File: config.mk
export PLATFORM = sky130hd
export DESIGN_NAME = booth_seq_multiplier
export DESIGN_NICKNAME = d
export VERILOG_FILES = /design/src/rtl/booth_seq_multiplier.sv
export SDC_FILE = /design/constraint.sdc
export NUM_CORES = 1
export LEC_CHECK = 0
export ABC_AREA = 0
export CAP_MARGIN = 0
export CORE_MARGIN = 1.5
export CORE_UTILIZATION = 57
export CTS_CLUSTER_SIZE = 14
export DETAILED_ROUTE_END_ITERATION = 10
export GPL_TIMING_DRIVEN = 0
export PLACE_DENSITY_LB_ADDON = 0.15
export SYNTH_ARGS = -nofsm -noshare
export SYNTH_HDL_FRONTEND = slang
export SYNTH_SLANG_ARGS = --single-unit
File: constraint.sdc
create_clock -name clk -period 5 [get_ports clk]
set_input_delay 1.5 -clock clk [delete_from_list [all_inputs] [get_ports clk]]
set_output_delay 1.5 -clock clk [all_outputs]
set_load 0.01 [all_outputs]
File: src/rtl/booth_seq_multiplier.sv
// Iterative radix-2 Booth multiplier with a start/done handshake.
// One Booth step per clock; signed WIDTH x WIDTH operands give a signed 2*WIDTH product.
module booth_seq_multiplier #(
    parameter int WIDTH = 4
) (
    input  logic                 clk,
    input  logic                 rst,
    input  logic                 start_valid,
    output logic                 start_ready,
    input  logic [WIDTH-1:0]     a,
    input  logic [WIDTH-1:0]     b,
    output logic [2*WIDTH-1:0]   product,
    output logic                 done,
    output logic                 busy
);

    localparam int CW = $clog2(WIDTH + 1);

    typedef enum logic [1:0] {
        IDLE,
        CALC,
        DONE
    } state_t;

    state_t           state;
    logic [WIDTH:0]   acc;
    logic [WIDTH:0]   m;
    logic [WIDTH:0]   sum;
    logic [WIDTH-1:0] q;
    logic             q_1;
    logic [CW-1:0]    count;

    // Booth add/subtract selected by the current multiplier bit and the history bit
    always_comb begin
        sum = acc;
        case ({q[0], q_1})
            2'b10:   sum = acc - m;
            2'b01:   sum = acc + m;
            default: sum = acc;
        endcase
    end

    // Sequencer: accept, iterate WIDTH Booth steps, then pulse done for one cycle
    always_ff @(posedge clk or posedge rst) begin
        if (rst) begin
            state       <= IDLE;
            acc         <= '0;
            m           <= '0;
            q           <= '0;
            q_1         <= 1'b0;
            count       <= '0;
            product     <= '0;
            done        <= 1'b0;
            busy        <= 1'b0;
            start_ready <= 1'b1;
        end else begin
            case (state)
                IDLE: begin
                    if (start_valid && start_ready) begin
                        q           <= a;
                        m           <= {b[WIDTH-1], b};
                        acc         <= '0;
                        q_1         <= 1'b0;
                        count       <= CW'(WIDTH);
                        start_ready <= 1'b0;
                        busy        <= 1'b1;
                        state       <= CALC;
                    end
                end
                CALC: begin
                    // Arithmetic right shift of {sum, q, q_1}; the product after the
                    // final step is read straight from the pre-shift sum and q.
                    acc   <= {sum[WIDTH], sum[WIDTH:1]};
                    q     <= {sum[0], q[WIDTH-1:1]};
                    q_1   <= q[0];
                    count <= count - CW'(1);
                    if (count == CW'(1)) begin
                        product <= {sum, q[WIDTH-1:1]};
                        done    <= 1'b1;
                        state   <= DONE;
                    end
                end
                DONE: begin
                    done        <= 1'b0;
                    busy        <= 1'b0;
                    start_ready <= 1'b1;
                    state       <= IDLE;
                end
                default: begin
                    state <= IDLE;
                end
            endcase
        end
    end

endmodule

==> summary.txt, run 1 <==
Clock network
  – Clock tree sinks: 29
  – Total clock buffers created by CTS: 5
  – Number of levels the H-tree was split into: 2
  – Skew-Pair Late Insertion Delay: 0.32 ns
  – Total of cells resized after clock tree synthesis: 0
  – Buffers from clock root to sink, at most: 2
  – Count of hold buffers inserted by post-cts repair: 0
  – Clock transition time at the flip-flop clock pins of the worst setup and hold paths: 0.09 ns
  – Clk root buf: sky130_fd_sc_hd__clkbuf_4
  – Buffer count from post-CTS setup fixing: 0
  – CTS tree: yes

GRT
  – Number of antenna violations at the first check in global routing: 0
  – Via count of the first global-routing pass: 1029
  – Pin count of the biggest net entering global routing: 30
  – Total congestion overflow after global routing: 0
  – First-pass GRT wire length: 4450 um
  – Total global-route track usage: 22.0%

Routing
  – Vias after detailed routing: 1088
  – Starting DRC count in detailed routing: 9
  – Average routed wire per standard cell: 13.5 um
  – Post-detailed-route via-to-cell ratio: 5.33
  – DRC violation count after routing: 0
  – DR pass1 iterations: 4
  – Final WL: 2750 um
  – Antenna-violating nets left: 0

Die
  – Effective utilization at floorplan: 60.3%
  – Std-Cell Core Area: 0.00250 mm^2
  – Placement Rows: 18
  – Die height: 54.4 um
  – Io pins: 22
  – Die extent in x: 54.4 um
  – Overall die area: 0.00296 mm^2

Synthesis
  – Net count after synthesis: 166
  – Synth unique cells: 36
  – Average cell area after synthesis: 10.4 um^2
  – Share of flip-flops with an asynchronous set or reset: 100%
  – Sequential fraction of the synthesis area: 48.2%
  – Number of synthesized flops with an enable pin: 0
  – Cells after Synth: 145
  – Number of warnings issued by yosys: 0
  – Area of the mapped netlist: 0.00151 mm^2
  – Flip-flop and latch count after synthesis: 29
  – Synth area leader: sky130_fd_sc_hd__dfrtp_1
  – Share of the synthesized area in the top cell type: 46.5%
  – Largest cells by area after synthesis: sky130_fd_sc_hd__dfrtp_1 (46%), sky130_fd_sc_hd__ha_1 (7.5%), sky130_fd_sc_hd__mux2_2 (4.5%)
  – Leading register cell type out of synthesis: sky130_fd_sc_hd__dfrtp_1

Timing
  – Share of the cycle needed by the critical path after routing: 58.5%
  – Setup violators final: 0
  – Final total negative setup slack: 0 ns
  – Highest achievable clock rate: 342 MHz
  – Unrepaired setup endpoints after global routing: false
  – Relative slew slack: 26.3%
  – Clock period minus final worst setup slack: 2.92 ns
  – Hold Worst Slack: 0.495 ns
  – Slew @ Worst Pin: 1.10 ns
  – Skew final: 0.00991 ns
  – Final Max Tran Viols: 0
  – Number of failing hold endpoints at the final stage: 0

Worst setup path
  – Kind of critical path: reg -> out
  – Top Family by Delay on Critical Path: flip-flops
  – R2R setup slack: 2.44 ns
  – Critical path's largest stage delay: 0.57 ns
  – Nature of the critical path endpoint: output pin
  – Highest net fanout along the worst path: 5
  – Cell at the slowest stage of the critical path: sky130_fd_sc_hd__dfstp_2
  – Arrival time reported for the critical path endpoint: 1.42 ns
  – Crit path required time: 3.50 ns
  – Critical R2R Launch: q[0]$_DFFE_PP0P_
  – Bufs and invs on worst path: 1
  – Reg-to-reg critical path endpoint: product[7]$_DFFE_PP0P_
  – Worst Reg2Reg Path Length in Cells: 9
  – Critical path, cell by cell: clkdlybuf4s50_1
  – Critical Path Start Type: flip-flop

Place
  – Half-perimeter wire length of the detailed placement result: 2010 um
  – Number of buffers added on ports: 21
  – Routability cong.: 0.753

Worst hold path
  – Cells on Worst Hold Path: 1
  – Hold Path Class: reg -> reg
  – WHS Endpoint: done$_DFFE_PP0P_
  – Hold path start: done$_DFFE_PP0P_

Outcome
  – Result of the run: finished, final reports clean

Power and ir drop
  – Leakage power figure: 0.840 nW
  – Power per standard cell area: 658 mW/mm^2
  – Pwr Total: 0.00119 W
  – Peak supply drop: 0.433 mV

Layout
  – Commonest non-fill, non-tap cell in the layout: sky130_fd_sc_hd__dfrtp_1
  – Commonest non-fill, non-tap cells in the layout: sky130_fd_sc_hd__dfrtp_1 (28), sky130_fd_sc_hd__clkdlybuf4s50_1 (21), sky130_fd_sc_hd__nand2_1 (14)
  – Proportion of layout cells with a drive suffix above 1: 13.2%
  – Number of antenna repair diodes: 0
  – Filler instances: 178
  – Relative area change from synthesis to final layout: 20.3%
  – Final Net Count: 194
  – Layout Utilization: 72.6%

Job
  – Maximum Capacitance Violations: 0
-- synth_stat cells, drive strengths merged, types with 3 or more instances --
master,instances
a21o,3
dfrtp,28
a21oi,12
nor2,14
nand2,14
buf,5
o21ai,8
o22ai,4
ha,9
nand2b,4
xor2,3
mux2i,6
mux2,6
inv,8
-- report_power, final --
part           switching [W]  internal, W  leakage, nW  total (W)
Clock              0.0000775    0.0000693       0.0326   0.000147
Combinational       0.000317     0.000317        0.450   0.000634
Sequential         0.0000754     0.000337        0.357   0.000413
Total               0.000470     0.000724        0.840    0.00119
-- metrics by stage --
step	setup slack, ns	area (um^2)	cells
2_1_floorplan	2.58	1510	145
4_1_cts	2.07	1810	204
6_report	2.08	1810	204
3_3_place_gp	1.92	1760	196
5_1_grt	2.01	1810	204
3_5_place_dp	1.87	1760	196
-- area by class of cell --
class | instances | area [um^2] | area share, %
timing repair buffer | 21 | 210 | 11.6
buffer | 6 | 33.8 | 1.86
tap | 30 | 37.5 | 2.07
multi-input combinational | 102 | 717 | 39.5
sequential | 29 | 727 | 40.1
clock buffer | 8 | 58.8 | 3.24
inverter | 8 | 30.0 | 1.66
-- layer usage --
layer	wire length (um)	vias to the layer above	track usage [%]
met4	52	0	7.92
met5	0	-	0
met1	1310	505	25.7
met2	1260	24	36.5
li1	-	552	-
met3	126	7	8.47
-- cells by family after synthesis --
family	after synthesis	synth area share, %
AND/OR/NAND/NOR	43	14.6
AO/OA/AOI/OAI	32	12.8
flip-flops	29	48.2
buffers and inverters	14	4.23
multiplexers	12	8.46
adder cells (fa/ha/maj)	10	8.80
XOR/XNOR	5	2.91
-- flip-flops by register name, summed over array words and instances (netlist names) --
| name | count |
|---|---|
| q | 4 |
| state | 2 |
| q_1 | 1 |
| count | 3 |
| busy | 1 |
| start_ready | 1 |
| done | 1 |
| product | 8 |
| acc | 4 |
| m | 4 |
-- worst max-delay path by stage --
stage / startpoint / to / depth (start not counted) / slack, ns
floorplan: start_valid / m[2]$_DFFE_PP0P_ / 3 / 2.58
global placement: start_valid / m[2]$_DFFE_PP0P_ / 4 / 1.92
detailed placement: start_valid / m[3]$_DFFE_PP0P_ / 4 / 1.87
CTS: start_ready$_DFFE_PP1P_ / start_ready / 1 / 2.07
global route: start_ready$_DFFE_PP1P_ / start_ready / 1 / 2.01
finish: start_ready$_DFFE_PP1P_ / start_ready / 1 / 2.08
(Power assumes the default switching activity.)
==> inputs of run 2 (changes only) <==
Settings changed: CORE_UTILIZATION 57 to 53.
Clock period 5 ns to 2.9 ns, I/O delays scaled along.
==> run 2 against run 1 <==
Via count up 2.8%; combinational power increased by 70%; clock power increased by 67%; critical path type is now reg -> reg.
==> summary.txt, run 2 (same netlist as run 1, synthesis figures left out) <==
Die
  – Effective utilization at floorplan: 55.1%
  – Std-Cell Core Area: 0.00273 mm^2
  – Die height: 56.3 um
  – Io pins: 22
  – Placement Rows: 19
  – Overall die area: 0.00317 mm^2
  – Die extent in x: 56.3 um

Job
  – Maximum Capacitance Violations: 0

Routing
  – Vias after detailed routing: 1119
  – DRC violation count after routing: 0
  – Post-detailed-route via-to-cell ratio: 5.46
  – Antenna-violating nets left: 0
  – Average routed wire per standard cell: 13.5 um
  – Starting DRC count in detailed routing: 16
  – Final WL: 2770 um
  – DR pass1 iterations: 4

Layout
  – Layout Utilization: 66.3%
  – Max reg flops: 8
  – FF/Latch Area: 727 um^2
  – Final Net Count: 194
  – Number of antenna repair diodes: 0
  – Commonest non-fill, non-tap cells in the layout: sky130_fd_sc_hd__dfrtp_1 (28), sky130_fd_sc_hd__clkdlybuf4s50_1 (21), sky130_fd_sc_hd__nand2_1 (14)
  – Proportion of layout cells with a drive suffix above 1: 14.4%
  – Filler instances: 214
  – Commonest non-fill, non-tap cell in the layout: sky130_fd_sc_hd__dfrtp_1
  – Most flop-heavy register: product
  – Relative area change from synthesis to final layout: 20.2%
  – Footprint of the multi-input gates: 717 um^2

Worst setup path
  – Critical R2R Launch: q[0]$_DFFE_PP0P_
  – Beginning of the critical path: q[0]$_DFFE_PP0P_
  – Kind of critical path: reg -> reg
  – Cell at the slowest stage of the critical path: sky130_fd_sc_hd__fa_1
  – Worst Reg2Reg Path Length in Cells: 9
  – Critical path's largest stage delay: 0.44 ns
  – Bufs and invs on worst path: 1
  – Arrival time reported for the critical path endpoint: 2.83 ns
  – Crit path depth: 9
  – Critical Path Start Type: flip-flop
  – Critical path, cell by cell: inv_1 -> ha_1 -> mux2_2 -> fa_1 -> a21o_1 -> a21oi_2 -> xnor2_1 -> or3_1 -> a31oi_1
  – Nature of the critical path endpoint: flip-flop
  – Top Family by Delay on Critical Path: adder cells
  – Highest net fanout along the worst path: 5
  – Crit path required time: 3.16 ns

Timing
  – Final Max Tran Viols: 0
  – Clock period minus final worst setup slack: 2.57 ns
  – Unrepaired setup endpoints after global routing: false
  – Skew final: 0.0147 ns
  – Relative slew slack: 28.4%
  – Number of failing hold endpoints at the final stage: 0
  – Share of the cycle needed by the critical path after routing: 88.6%
  – Final total negative setup slack: 0 ns
  – Setup violators final: 0
  – Highest achievable clock rate: 389 MHz
  – Slew @ Worst Pin: 1.07 ns

Worst hold path
  – Cells on Worst Hold Path: 1
  – Hold Path Class: reg -> reg
  – Hold path start: done$_DFFE_PP0P_

Clock network
  – Clk root buf: sky130_fd_sc_hd__clkbuf_4
  – Total clock buffers created by CTS: 5
  – Buffer count from post-CTS setup fixing: 0
  – CTS tree: yes
  – Count of hold buffers inserted by post-cts repair: 0
  – Clock tree sinks: 29
  – Skew-Pair Late Insertion Delay: 0.34 ns
  – Number of levels the H-tree was split into: 2
  – Total of cells resized after clock tree synthesis: 0
  – Clock transition time at the flip-flop clock pins of the worst setup and hold paths: 0.11 ns
  – Buffers from clock root to sink, at most: 2

Power and ir drop
  – Leakage power figure: 0.838 nW
  – Power per standard cell area: 1120 mW/mm^2
  – Peak supply drop: 0.684 mV

Outcome
  – Result of the run: finished, final reports clean

GRT
  – First-pass GRT wire length: 4820 um
  – Via count of the first global-routing pass: 1170
  – Pin count of the biggest net entering global routing: 30
  – Number of antenna violations at the first check in global routing: 0
  – Total global-route track usage: 20.3%
  – Total congestion overflow after global routing: 0

Place
  – Routability cong.: 0.729
  – Number of buffers added on ports: 21
  – Half-perimeter wire length of the detailed placement result: 2020 um
==> run 2: changes by cell type in the layout (fill, tap and decap cells not counted), sizes merged <==
cell and change:
clkbuf -3, clkinv +2, clkinvlp +1
==> run 2: cell type report <==
type | instances | area share, %
flip-flops and latches | 29 | 40.1
multi-input cells | 102 | 39.6
repair buffers | 21 | 11.6
well taps | 31 | 2.14
clock buffers | 5 | 2.07
plain buffers | 6 | 1.86
inverters | 8 | 1.66
clock inverters | 3 | 0.967
==> run 2: worst register-to-register path, delay by kind of cell (launching register included) <==
kind	cells	cell delay [ns]
xor gates and xnor gates	1	0.11
muxes	1	0.39
DFF	1	0.38
adders and majority gates	2	0.68
AOI/OAI and AO/OA	3	0.53
and+or+nand+nor	1	0.32
buffers and inverters	1	0.09
==> run 2: worst paths after layout <==
| kind | slack [ns] | endpoint |
|---|---|---|
| max | 0.33 | product[7]$_DFFE_PP0P_ |
| min | 0.50 | done$_DFFE_PP0P_ |
| max reg2reg | 0.33 | product[7]$_DFFE_PP0P_ |
| min reg2reg | 0.50 | done$_DFFE_PP0P_ |
| max in group asynchronous | 1.15 | m[2]$_DFFE_PP0P_ |
| min in group asynchronous | 1.09 | product[3]$_DFFE_PP0P_ |
==> run 2: routing by layer <==
metal | up-vias | routed length [um] | global-route usage, %
li1 | 552 | - | -
met1 | 534 | 1210 | 23.1
met2 | 26 | 1370 | 34.3
met3 | 7 | 117 | 5.53
met4 | 0 | 71 | 11.2
met5 | - | 0 | 0
==> run 2: metrics by stage <==
stage          instances  hold WS (ns)  setup WS [ns]  total power (W)  instance area (um^2)
2_1_floorplan        145         0.465          0.522          0.00148                  1510
3_3_place_gp         197         0.465          0.413          0.00175                  1760
3_5_place_dp         197         0.473          0.357          0.00180                  1760
4_1_cts              205         0.499          0.317          0.00205                  1810
5_1_grt              205         0.533          0.196          0.00223                  1810
6_report             205         0.501          0.331          0.00203                  1810
==> run 2: power by group <==
group,internal [W],switching (W),total (W)
sequential,0.000581,0.000128,0.000710
clock,0.0000913,0.000155,0.000246
combinational,0.000545,0.000531,0.00108
